===== config.mk =====
export PLATFORM = sky130hd
export DESIGN_NAME = edge_detect_multi
export DESIGN_NICKNAME = d
export VERILOG_FILES = /design/src/rtl/edge_pkg.sv /design/src/rtl/edge_chan.sv /design/src/rtl/edge_detect_multi.sv
export SDC_FILE = /design/constraint.sdc
export NUM_CORES = 1
export LEC_CHECK = 0
export CORE_UTILIZATION = 49
export CTS_CLUSTER_SIZE = 12
export DETAILED_ROUTE_END_ITERATION = 8
export PLACE_DENSITY = 0.78
export SLEW_MARGIN = 20
export SYNTH_ARGS = -nofsm -noshare
export SYNTH_HDL_FRONTEND = slang
export SYNTH_HIERARCHICAL = 1
export SYNTH_SLANG_ARGS = --single-unit

===== constraint.sdc =====
create_clock -name clk -period 1.8 [get_ports clk]
set_input_delay 0.27 -clock clk [delete_from_list [all_inputs] [get_ports clk]]
set_output_delay 0.27 -clock clk [all_outputs]
set_load 0.02 [all_outputs]

===== src/rtl/edge_pkg.sv =====
// Shared definitions for the multi-channel edge detector.
// Mode encodings, legal parameter ranges and a range clamp.
package edge_pkg;

  typedef enum logic [1:0] {
    MODE_OFF  = 2'b00,
    MODE_POS  = 2'b01,
    MODE_NEG  = 2'b10,
    MODE_BOTH = 2'b11
  } mode_e;

  localparam int WIDTH_MIN = 1;
  localparam int WIDTH_MAX = 32;
  localparam int SYNC_MIN  = 2;
  localparam int SYNC_MAX  = 4;
  localparam int FILT_MIN  = 1;
  localparam int FILT_MAX  = 15;

  // filter counter width, enough for FILT_MAX-1
  localparam int FCW = 4;

  function automatic int clamp(int v, int lo, int hi);
    if (v < lo) return lo;
    if (v > hi) return hi;
    return v;
  endfunction

endpackage


===== src/rtl/edge_chan.sv =====
// One channel: synchroniser, glitch filter, edge pulses.
// Level only moves after FILT_LEN agreeing synced cycles.
module edge_chan
  import edge_pkg::*;
#(
  parameter int SYNC_STAGES = 2,
  parameter int FILT_LEN    = 3
) (
  input  logic clk,
  input  logic rst,
  input  logic en,
  input  logic cin,
  output logic level,
  output logic p,
  output logic n
);

  localparam logic [FCW-1:0] FMAX = FCW'(FILT_LEN - 1);

  logic [SYNC_STAGES-1:0] sync;
  logic [FCW-1:0]         cnt;
  logic                   synced;
  logic                   diff;
  logic                   accept;
  logic                   p_q;
  logic                   n_q;

  assign synced = sync[SYNC_STAGES-1];
  assign diff   = synced != level;
  assign accept = diff && (cnt == FMAX);

  // metastability chain, oldest sample at the top bit
  always_ff @(posedge clk) begin
    if (rst) sync <= '0;
    else     sync <= {sync[SYNC_STAGES-2:0], cin};
  end

  // filter: count differing cycles, accept on the last one
  always_ff @(posedge clk) begin
    if (rst) begin
      cnt   <= '0;
      level <= 1'b0;
      p_q   <= 1'b0;
      n_q   <= 1'b0;
    end else if (!en) begin
      cnt   <= '0;
      level <= synced;
      p_q   <= 1'b0;
      n_q   <= 1'b0;
    end else begin
      p_q <= accept & synced;
      n_q <= accept & ~synced;
      if (!diff || accept) cnt <= '0;
      else                 cnt <= cnt + 1'b1;
      if (accept) level <= synced;
    end
  end

  assign p = p_q & en;
  assign n = n_q & en;

endmodule


===== src/rtl/edge_detect_multi.sv =====
// Multi-channel filtered edge detector with sticky flags,
// interrupt and a saturating event counter.
module edge_detect_multi
  import edge_pkg::*;
#(
  parameter int WIDTH       = 4,
  parameter int SYNC_STAGES = 2,
  parameter int FILT_LEN    = 3,
  parameter int CNT_W       = 8
) (
  input  logic             clk,
  input  logic             rst,
  input  logic             en,
  input  logic [1:0]       mode,
  input  logic [WIDTH-1:0] cin,
  input  logic [WIDTH-1:0] clr,
  output logic [WIDTH-1:0] level,
  output logic [WIDTH-1:0] p,
  output logic [WIDTH-1:0] n,
  output logic [WIDTH-1:0] e,
  output logic [WIDTH-1:0] flag,
  output logic             irq,
  output logic [CNT_W-1:0] ecnt
);

  localparam int SYNC_N = clamp(SYNC_STAGES, SYNC_MIN, SYNC_MAX);
  localparam int FILT_N = clamp(FILT_LEN, FILT_MIN, FILT_MAX);

  logic pos_en;
  logic neg_en;

  assign pos_en = (mode == MODE_POS) || (mode == MODE_BOTH);
  assign neg_en = (mode == MODE_NEG) || (mode == MODE_BOTH);

  for (genvar i = 0; i < WIDTH; i++) begin : g_ch
    edge_chan #(
      .SYNC_STAGES(SYNC_N),
      .FILT_LEN   (FILT_N)
    ) u_chan (
      .clk  (clk),
      .rst  (rst),
      .en   (en),
      .cin  (cin[i]),
      .level(level[i]),
      .p    (p[i]),
      .n    (n[i])
    );
  end

  assign e   = (p & {WIDTH{pos_en}}) | (n & {WIDTH{neg_en}});
  assign irq = |flag;

  // sticky flags (set wins over clear) and saturating count
  always_ff @(posedge clk) begin
    if (rst) begin
      flag <= '0;
      ecnt <= '0;
    end else begin
      flag <= (flag & ~clr) | e;
      if (|e && (ecnt != '1)) ecnt <= ecnt + 1'b1;
    end
  end

endmodule


# Yosys cells after proc, flatten, opt, wreduce, memory -nomap -nowiden
# Index checks and enable logic that the tools add are counted.
[totals]
elab_cells = 100
register_bits = 48
in_bits = 13
out_inout_bits = 29
[classes]
n_reduce_logical = 22
mux = 8
bitwise = 27
n_addsub = 5
eq_ne = 16
[ops]
columns = ["cell", "n"]
rows = [
  ["$add 4x1->4 const B", 4],
  ["$and 1x1->1", 16],
  ["$eq 4x2->1 const B", 4],
  ["$and 4x4->4", 3],
  ["$reduce_or 3->1", 4],
  ["$add 8x1->8 const B", 1],
  ["$mux 1", 8],
  ["$ne 2x1->1 const B", 4],
  ["$ne 8x8->1 const B", 1],
  ["$or 4x4->4", 2],
  ["$reduce_or 4->1", 2],
  ["$logic_or 1x1->1", 6],
  ["$logic_and 1x1->1", 5],
  ["$not 1->1", 5],
  ["$eq 2x2->1 const B", 2],
  ["$logic_not 1->1", 4],
  ["$ne 1x1->1", 4],
  ["$not 4->4", 1],
  ["$eq 2x1->1 const B", 1],
  ["$reduce_or 2->1", 1],
]

# Logic depth before layout (Yosys ltp)
[logic_depth]
depth_word = 6
depth_mapped = 6
ltp_nobuf = 5

# By module
# The synthesis kept the hierarchy.
[by_module_without_submodules]
columns = ["mod", "seq_area_each_um2", "n_inst", "area_per_inst_um2", "cells_each"]
rows = [
  ["edge_chan", 180.2, 4, 342.8, 33],
  ["edge_detect_multi", 240.2, 1, 563.0, 66],
]

# Least setup slack after synthesis
# Ideal clock, no wire load.
[synth_timing]
kind = "register to register"
start = "reg g_ch[2].u_chan.p_q"
end = "reg ecnt[1]"
synth_period_minus_slack_ns = 1.637
path_slack_ns = 0.163
setup_time_ns = 0.128
t_required_ns = 1.672
t_arrival_ns = 1.509
n_path_buf = 1
stages_incl_launch_ff = 7
cell_sequence = "dfxtp_1 and2_1 o41ai_1 o2bb2ai_1 buf_4 mux2i_1 nor2_1"
[synth_via]
elab_chain_cells = 5
[synth_rtl]
columns = ["item", "line", "text"]
rows = [
  ["start: declaration", "edge_chan.sv:25", "logic p_q;"],
  ["start signal: assignment", "edge_chan.sv:51", "p_q <= accept & synced;"],
  ["$and 1x1->1", "edge_chan.sv:59", "assign p = p_q & en;"],
  ["via p[2]", "edge_detect_multi.sv:18", "output logic [WIDTH-1:0] p,"],
  ["$and 4x4->4", "edge_detect_multi.sv:50", "assign e = (p & {WIDTH{pos_en}}) | (n & {WIDTH{neg_en}});"],
  ["$or 4x4->4", "edge_detect_multi.sv:50", ""],
  ["$reduce_or 4->1", "edge_detect_multi.sv:60", "if (|e && (ecnt != '1)) ecnt <= ecnt + 1'b1;"],
  ["$logic_and 1x1->1", "edge_detect_multi.sv:60", ""],
  ["end signal: assignment", "edge_detect_multi.sv:60", ""],
  ["end: declaration", "edge_detect_multi.sv:23", "output logic [CNT_W-1:0] ecnt"],
]
# The timed path passes the listed nets, and every way through them passes these cells.
# A chain may end at the register's enable or synchronous reset.

# Worst setup path after layout
[layout_timing]
start = "in en"
end = "out p[1]"
[layout_via]
elab_chain_cells = 1
[layout_rtl]
columns = ["item", "line", "text"]
rows = [
  ["start: declaration", "edge_detect_multi.sv:13", "input logic en,"],
  ["$and 1x1->1", "edge_chan.sv:59", ""],
  ["end: declaration", "edge_detect_multi.sv:18", ""],
]
# No other way between the ends.

==> results.sh <==
export IMPL_fin_util=0.707
export IMPL_hp_start="g_ch[1].u_chan/sync[0]"
export IMPL_vias=1566
export IMPL_arrival_ps=1490
export IMPL_routed_via_density=5.08
export IMPL_drt_first_pass_iters=4
export IMPL_cts_clk_slew_worst_paths_ps=70
export IMPL_critPathRequiredTime_ps=1530
export IMPL_r2r_start="g_ch[2].u_chan/p_q"
export IMPL_holdPathEnd="g_ch[1].u_chan/sync[1]"
export IMPL_grt_pass1_vias=1525
export IMPL_finalSetupViolCount=0
export IMPL_core_area_um2=3720
export IMPL_io_pins=42
export IMPL_synthAdderAreaFrac=0.0582
export IMPL_rsz0062_at_grt="true"
export IMPL_synth_distinct_cells=29
export IMPL_insertion_delay_ps=300
export IMPL_syn_area_um2=1930
export IMPL_endpoint_kind="output pin"
export IMPL_hold_depth=1
export IMPL_holdBufCountCts=0
export IMPL_yosys_warnings=6
export IMPL_grt_usage=0.197
export IMPL_diodes=0
export IMPL_cts_tree="done"
export IMPL_outcome="complete, no violations"
export IMPL_cts_buffer_depth=2
export IMPL_drive_gt1_frac=0.127
export IMPL_layout_cells_non_filler=308
export IMPL_synth_cells=198
export IMPL_rr_worst_depth=7
export IMPL_fin_crit_ps=1760
export IMPL_worst_pin_slew_ps=276
export IMPL_portBuffers=41
export IMPL_wl_um=3470
export IMPL_grt_max_degree=29
export IMPL_detail_route_antenna_nets=0
export IMPL_nNetsFinal=281
export IMPL_die_y_um=64.8
export IMPL_initial_core_util=0.521
export IMPL_hold_viol_final=0
export IMPL_power_density_nw_per_um2=694
export IMPL_syn_avg_cell_area_um2=9.77
export IMPL_worstSetupStartpointType="primary input"
export IMPL_final_setup_skew_ps=8.79
export IMPL_yosysSeqAreaShare=0.497
export IMPL_cp_max_fo=9
export IMPL_slew_violations=0
export IMPL_synth_xor_area_frac=0.0589
export IMPL_reg2reg_slack_ps=130
export IMPL_ys_ff_latch=48
export IMPL_r2r_end="ecnt[5]"
export IMPL_drtIter0Drc=73
export IMPL_overflow=0
export IMPL_place_congestion=0.766
export IMPL_synth_simple_area_share=0.217
export IMPL_h_tree_depth=2
export IMPL_crit_type="primary input to output pin"
export IMPL_p_total_mw=1.82
export IMPL_dieArea_um2=4200
export IMPL_synth_compound_area_frac=0.125
export IMPL_rows=22
export IMPL_syn2layout_area_growth_pct=35.8
export IMPL_syn_nets=220
export IMPL_clkSinkCount=48
export IMPL_nFillCells=306
export IMPL_fmax_mhz=570
export IMPL_dp_hpwl_um=2580
export IMPL_die_w_um=64.8
export IMPL_avgRoutedWirePerCell_um=11.3
export IMPL_cts_made_buffers=5
export IMPL_place_inst=300
export IMPL_leakage_nw=1.16
export IMPL_ir_worst_vdd_uv=531
export IMPL_hold_path_class="flop to flop"
export IMPL_cts_root_buf="clkbuf_8"
export IMPL_yosys_mux_area_fraction=0.00517
export IMPL_grt_antenna_before_repair=0
export IMPL_route_detailed_drc=0
export IMPL_synth_top_family_by_area="simple AND/OR/NAND/NOR gates"
export IMPL_cap_violations=0
export IMPL_post_route_period_util=0.975
export IMPL_grt_first_pass_wirelength_um=6370
export IMPL_timing_slew_headroom=0.814
## metrics by stage
stage / instance area (um^2) / setup slack (ps) / hold WS (ps) / TNS (ps)
after floorplan: 1930 / 163 / 339 / 0
after global placement: 2520 / -422 / 416 / -5720
after detailed placement: 2520 / -491 / 436 / -7080
after CTS: 2600 / 8.55 / 453 / 0
after global routing: 2630 / -7.34 / 462 / -13.3
final: 2630 / 45.0 / 451 / 0
## cell usage in the layout, fill, tap and decap left out
cell type        instances
inv_1                   17
o41ai_2                  1
nor2b_1                  9
ha_1                     9
clkbuf_8                 6
or3b_4                   4
clkdlybuf4s15_1          2
o21ai_1                  2
o41ai_1                  1
nand3_1                 11
o2bb2ai_1                1
o21ai_0                  1
o31ai_1                  2
and2_1                   7
buf_12                   1
a22o_1                   3
dlymetal6s2s_1           4
dfxtp_1                 48
nor3_1                   8
buf_4                   14
xnor2_1                  4
a41o_1                   4
xor2_1                   9
clkdlybuf4s50_1         30
nand2_1                  2
nor2_1                  23
a22o_2                   1
a21oi_2                  1
nand4_1                  6
a211oi_1                 2
or4_1                    3
a21oi_1                  8
or3_1                    3
mux2i_1                  1
and2_4                   1
clkbuf_1                 2
a211oi_2                 4
dlygate4sd2_1            5
## critical path, cell delays in order
cell and delay [ps]:
clkdlybuf4s15_1 300, and2_1 200, buf_4 120, clkdlybuf4s50_1 600
## area by class of cell
cell class	count	area, um^2	share of cell area
Clock buffer	8	90.1	0.0343
Timing Repair Buffer	56	539	0.205
Tap cell	48	60.1	0.0229
Sequential cell	48	961	0.366
Multi-Input combinational cell	131	912	0.347
Inverter	17	63.8	0.0243
## kinds of logic (layout without fill, tap and decap cells)
| logic type | count (synthesis) | count (layout) |
|---|---|---|
| AOI/OAI and AO/OA | 31 | 31 |
| xor gates and xnor gates | 13 | 13 |
| adders and majority gates | 9 | 9 |
| buffers and inverters | 19 | 81 |
| DFF | 48 | 48 |
| muxes | 1 | 1 |
| and+or+nand+nor | 77 | 77 |
## synth_stat cells, drive strengths merged
| cell type | instances | area (um^2) |
|---|---|---|
| a211oi | 6 | 65.1 |
| nor2 | 23 | 86.3 |
| mux2i | 1 | 10.0 |
| or3b | 4 | 45.0 |
| o21ai | 3 | 15.0 |
| o2bb2ai | 1 | 8.76 |
| ha | 9 | 113 |
| o41ai | 2 | 17.5 |
| nand4 | 6 | 37.5 |
| nor3 | 8 | 40.0 |
| or4 | 3 | 22.5 |
| o31ai | 2 | 15.0 |
| xor2 | 9 | 78.8 |
| clkbuf | 1 | 3.75 |
| a22o | 4 | 36.3 |
| and2 | 8 | 50.1 |
| dfxtp | 48 | 961 |
| a21oi | 9 | 45.0 |
| a41o | 4 | 40.0 |
| nor2b | 9 | 56.3 |
| nand3 | 11 | 55.1 |
| nand2 | 2 | 7.51 |
| xnor2 | 4 | 35.0 |
| inv | 17 | 63.8 |
| or3 | 3 | 18.8 |
| buf | 1 | 7.51 |
## worst max-delay path by stage
stage / start / endpoint / slack, ps
finish: en / p[1] / 40
detailed placement: en / ecnt[1] / -490
global placement: en / ecnt[7] / -420
global route: en / p[1] / -7
CTS: en / p[1] / 9
floorplan: g_ch[2].u_chan/p_q / ecnt[1] / 160
## report_power, final
| group | internal, mW | leakage (nW) | switching (mW) |
|---|---|---|---|
| clock | 0.313 | 0.0455 | 0.331 |
| combinational | 0.0491 | 0.721 | 0.0463 |
| sequential | 1.07 | 0.389 | 0.00838 |
| total | 1.44 | 1.16 | 0.386 |
## layer usage
| layer | part of all wire | vias up | GRT usage |
|---|---|---|---|
| met3 | 0.072 | 5 | 0.0739 |
| li1 | - | 809 | - |
| met4 | 0.012 | 0 | 0.0806 |
| met5 | 0 | - | 0 |
| met2 | 0.44 | 41 | 0.328 |
| met1 | 0.47 | 711 | 0.226 |
## registers in the layout, indices dropped and copies added (netlist names)
register           flops
ecnt                   8
g_ch.u_chan/p_q        4
g_ch.u_chan/n_q        4
g_ch.u_chan/sync       8
g_ch.u_chan/level      4
flag                   4
g_ch.u_chan/cnt       16
## what timing repair did
item                       CTS  global route
pin swaps                    0             1
resized for setup            7             9
setup buffers                0             0
setup endpoints to repair   20            11
Power figures use the tool's default switching activity.
==> RTL change 1, RTL diff (same settings) <==
Set the package constant `FCW` to 8 (it was 4).
--- a/src/rtl/edge_pkg.sv
+++ b/src/rtl/edge_pkg.sv
@@ -17,7 +17,7 @@
   localparam int FILT_MAX  = 15;
 
   // filter counter width, enough for FILT_MAX-1
-  localparam int FCW = 4;
+  localparam int FCW = 8;
 
   function automatic int clamp(int v, int lo, int hi);
     if (v < lo) return lo;
Formal check against the unedited RTL: no difference found for any inputs over 10 cycles, from zero or initial values and one cycle with rst high; that may be too few to reach the edited logic, so the function may still have changed.
==> RTL change 1 against the original RTL <==
Cell area increased by 35%; die area increased by 40%; clock power increased by 130%; setup slack got worse by 0.0076 ns; sequential power increased by 33%; wire length increased by 52%; synthesized area increased by 41%; sequential cell count increased by 16; total power increased by 65%; largest cell class is now multi-input combinational cells.
==> RTL change 1: results (changes against the original RTL) <==
Status - completed
Fmax - 0.567 GHz (-0.43%)
# placed instances - 417 (+39%)
Critical path origin - g_ch[3].u_chan/n_q
First-pass GRT wire length - 9520 um (+50%)
M1 wire length - 2490 um (+51%)
Share of layout cells above drive strength 1 - 11.3% (-1.4 points)
Nets - 380 (+35%)
Post-route insts no fill - 432 (+40%)
Reg2Reg Setup Slack - 0.11 ns (-0.02 ns)
Min-delay src - g_ch[2].u_chan/sync[0]
Post-synth net total - 320 (+45%)
Routability cong. - 0.792 (+3.4%)
Worst skew pair latency - 0.33 ns (+0.03 ns)
Largest regs - g_ch.u_chan/cnt (32), ecnt (8), g_ch.u_chan/sync (8)
Met2 WL post-DR - 2470 um (+61%)
Register area share after synthesis - 46.9% (-2.7 points)
Depth of the CTS H-tree - 3 (+1)
Initial DRC count - 69 (-5.5%)
Pin count of the biggest net entering global routing - 33 (+14%)
CP max FO - 2 (-7)
Unique masters post-synth - 31 (+6.9%)
Met3 wire len - 220 um (-12%)
Max-slew headroom - 75.0% (-6.5 points)
Vias in the first global route - 2184 (+43%)
RTL change 1: changes by cell type after synthesis, moves of 12 or more:
| cell | unedited run | this run |
|---|---|---|
| a21oi_1 | 9 | 21 |
| or3_1 | 3 | 15 |
| nand2_1 | 2 | 14 |
| dfxtp_1 | 48 | 64 |
| o21ai_0 | 1 | 17 |
RTL change 1: repair_timing:
item,CTS,global route
setup buffers,0,0
pin swaps,0,0
endpoints found under the setup margin,19,6
gates resized for setup,7,6
hold endpoints to repair,0,0
RTL change 1: stage by stage:
stage | utilization (%) | instance area [um2]
after global routing | 67.7 | 3540
after detailed placement | 63.1 | 3300
final | 67.7 | 3540
after floorplan | - | 2730
after CTS | 67.6 | 3540
after global placement | 63.1 | 3300
RTL change 1: worst max-delay path, delay by kind of cell, from the launching register on:
| kind | cells | cell delay [ns] |
|---|---|---|
| buffers and inverters | 2 | 0.72 |
| DFF | 1 | 0.30 |
| and+or+nand+nor | 1 | 0.15 |
RTL change 1: area by class of cell:
cell class / count / area, um2
clock inverters: 5 / 105
clock buffers: 10 / 138
inverters: 13 / 48.8
fillers: 433 / 1690
well taps: 70 / 87.6
multi-input cells: 219 / 1400
repair buffers: 51 / 488
flip-flops and latches: 64 / 1280
RTL change 1: kinds of logic after synthesis:
group                    after synthesis  synth area share (%)
buffers and inverters                 15                  2.20
adder cells (fa/ha/maj)                9                  4.12
AO/OA/AOI/OAI                         55                  12.6
multiplexers                           5                  1.83
flip-flops                            64                  46.9
XOR/XNOR                              17                  5.45
AND/OR/NAND/NOR                      133                  26.9
RTL change 1: power by group:
part	switching [mW]	internal [mW]
combinational	0.0464	0.0528
clock	0.522	0.950
sequential	0.0111	1.43
RTL change 1: worst min-delay path by stage:
stage                                         to  slack, ns
final                     g_ch[2].u_chan/sync[1]       0.44
after global routing      g_ch[0].u_chan/sync[1]       0.46
after CTS                 g_ch[2].u_chan/sync[1]       0.44
after detailed placement  g_ch[2].u_chan/sync[1]       0.43
after global placement    g_ch[0].u_chan/sync[1]       0.42
after floorplan                          ecnt[7]       0.34
RTL change 1: metal layers:
| metal | vias up | GRT usage (%) |
|---|---|---|
| met3 | 9 | 3.71 |
| li1 | 1167 | - |
| met4 | 0 | 10.4 |
| met2 | 59 | 34.7 |
| met5 | - | 0 |
| met1 | 1059 | 24.1 |
==> RTL change 2, RTL diff (same settings) <==
Made on the original files. Register the output `ecnt` once more, with the module's reset; this adds one clock of latency there. The other outputs are not delayed to match.
--- a/src/rtl/edge_detect_multi.sv
+++ b/src/rtl/edge_detect_multi.sv
@@ -25,6 +25,8 @@
 
   localparam int SYNC_N = clamp(SYNC_STAGES, SYNC_MIN, SYNC_MAX);
   localparam int FILT_N = clamp(FILT_LEN, FILT_MIN, FILT_MAX);
+
+  logic [CNT_W-1:0] ecnt_s0;
 
   logic pos_en;
   logic neg_en;
@@ -54,10 +56,18 @@
   always_ff @(posedge clk) begin
     if (rst) begin
       flag <= '0;
+      ecnt_s0 <= '0;
+    end else begin
+      flag <= (flag & ~clr) | e;
+      if (|e && (ecnt_s0 != '1)) ecnt_s0 <= ecnt_s0 + 1'b1;
+    end
+  end
+
+  always_ff @(posedge clk) begin
+    if (rst) begin
       ecnt <= '0;
     end else begin
-      flag <= (flag & ~clr) | e;
-      if (|e && (ecnt != '1)) ecnt <= ecnt + 1'b1;
+      ecnt <= ecnt_s0;
     end
   end
 
Formal check against the unedited RTL: not equivalent (Yosys sat finds a counterexample within 10 cycles, from zero or initial values and one cycle with rst high).
==> RTL change 2 against the original RTL <==
The flow now finishes with violations (negative setup slack); setup slack worse by 0.070 ns; wire length is 9.5% higher; synthesized area is 15% higher; sequential cell count is 8 higher; critical path depth is 2 higher; total power is 22% higher; clock power is 35% higher; cell area is 13% higher; sequential share of layout area is 1.1 points higher; highest routed layer unchanged.
==> RTL change 2: results (changes against the original RTL) <==
Status - finished with violations
Violated checks - negative setup slack
Crit path DAT - 2.03 ns (+0.54 ns)
Reg-to-reg startpoint - g_ch[2].u_chan/n_q
Met2 GRT Util - 27.8% (-5.0 points)
Number of post-CTS setup repair buffers - 1 (+1)
First-pass GRT wire length - 6680 um (+4.9%)
Switching pwr - 0.439 mW (+14%)
Crit-path leading delay family - simple AND/OR/NAND/NOR gates
Final setup fails - 4 (+4)
CP max FO - 8 (-1)
FF-to-FF End - ecnt_s0[3]
Unique masters post-synth - 34 (+17%)
Met3 wire len - 168 um (-33%)
Max incr delay on CP - 0.52 ns (-0.08 ns)
Avg WL per Cell - 11.5 um (+2.2%)
Initial DRC count - 51 (-30%)
Slowest cell on crit path - or4_4
Worst Tran Pin Value - 0.540 ns (+0.264 ns)
Setup WS post-layout - -0.0247 ns (-0.0697 ns)
Most instantiated cells after synthesis - 56 x dfxtp_1, 26 x nor2_1, 20 x inv_1
Overall global routing resource usage - 17.1% (-2.7 points)
Clock share of power - 39.1% (+3.7 points)
Post-DP HPWL - 2750 um (+6.5%)
Layout Skew - 0.00658 ns (-0.00221 ns)
Resized Gates After CTS - 14 (+7)
DR vias - 1651 (+5.4%)
M3 GR Usage - 5.09% (-2.3 points)
Nets - 299 (+6.4%)
M1 GR Usage - 21.1% (-1.5 points)
Vias in the first global route - 1580 (+3.6%)
## RTL change 2: changes by cell type in the layout (fill, tap and decap cells not counted), moves of 3 or more
| cell | change |
|---|---|
| nor2b_1 | +5 |
| dfxtp_1 | +8 |
| mux2_4 | +5 |
| and2_1 | -4 |
| inv_1 | +3 |
| clkdlybuf4s50_1 | +4 |
| nor2_1 | +3 |
| dlymetal6s2s_1 | -3 |
## RTL change 2: cells by family after synthesis
group | synth area share [%]
adder cells (fa/ha/maj) | 5.07
flip-flops | 50.5
AND/OR/NAND/NOR | 23.5
multiplexers | 3.38
buffers and inverters | 4.22
AO/OA/AOI/OAI | 8.61
XOR/XNOR | 4.73
## RTL change 2: how the worst max path moves through the flow
stage | from | endpoint | cells past startpoint
finish | g_ch[2].u_chan/n_q | ecnt_s0[3] | 6
global route | g_ch[2].u_chan/n_q | ecnt_s0[3] | 6
CTS | g_ch[2].u_chan/n_q | ecnt_s0[3] | 6
detailed placement | en | ecnt_s0[3] | 7
global placement | en | ecnt_s0[3] | 7
floorplan | g_ch[0].u_chan/n_q | ecnt_s0[3] | 6
## RTL change 2: layout make-up
class / count / area (um2)
fillers: 322 / 1380
flip-flops and latches: 56 / 1120
clock inverters: 1 / 30.0
inverters: 20 / 75.1
well taps: 52 / 65.1
repair buffers: 55 / 539
clock buffers: 7 / 96.3
multi-input cells: 139 / 1050
## RTL change 2: metrics by stage
stage | instance area [um2] | power, mW | cells | setup TNS (ns) | util (%)
after floorplan | 2230 | 1.33 | 218 | 0 | -
after global placement | 2810 | 1.39 | 321 | -8.25 | 64.6
after detailed placement | 2810 | 1.39 | 321 | -8.79 | 64.6
after CTS | 2970 | 2.26 | 330 | -0.107 | 68.3
after global routing | 2980 | 2.31 | 330 | -0.304 | 68.4
final | 2980 | 2.23 | 330 | -0.0349 | 68.4
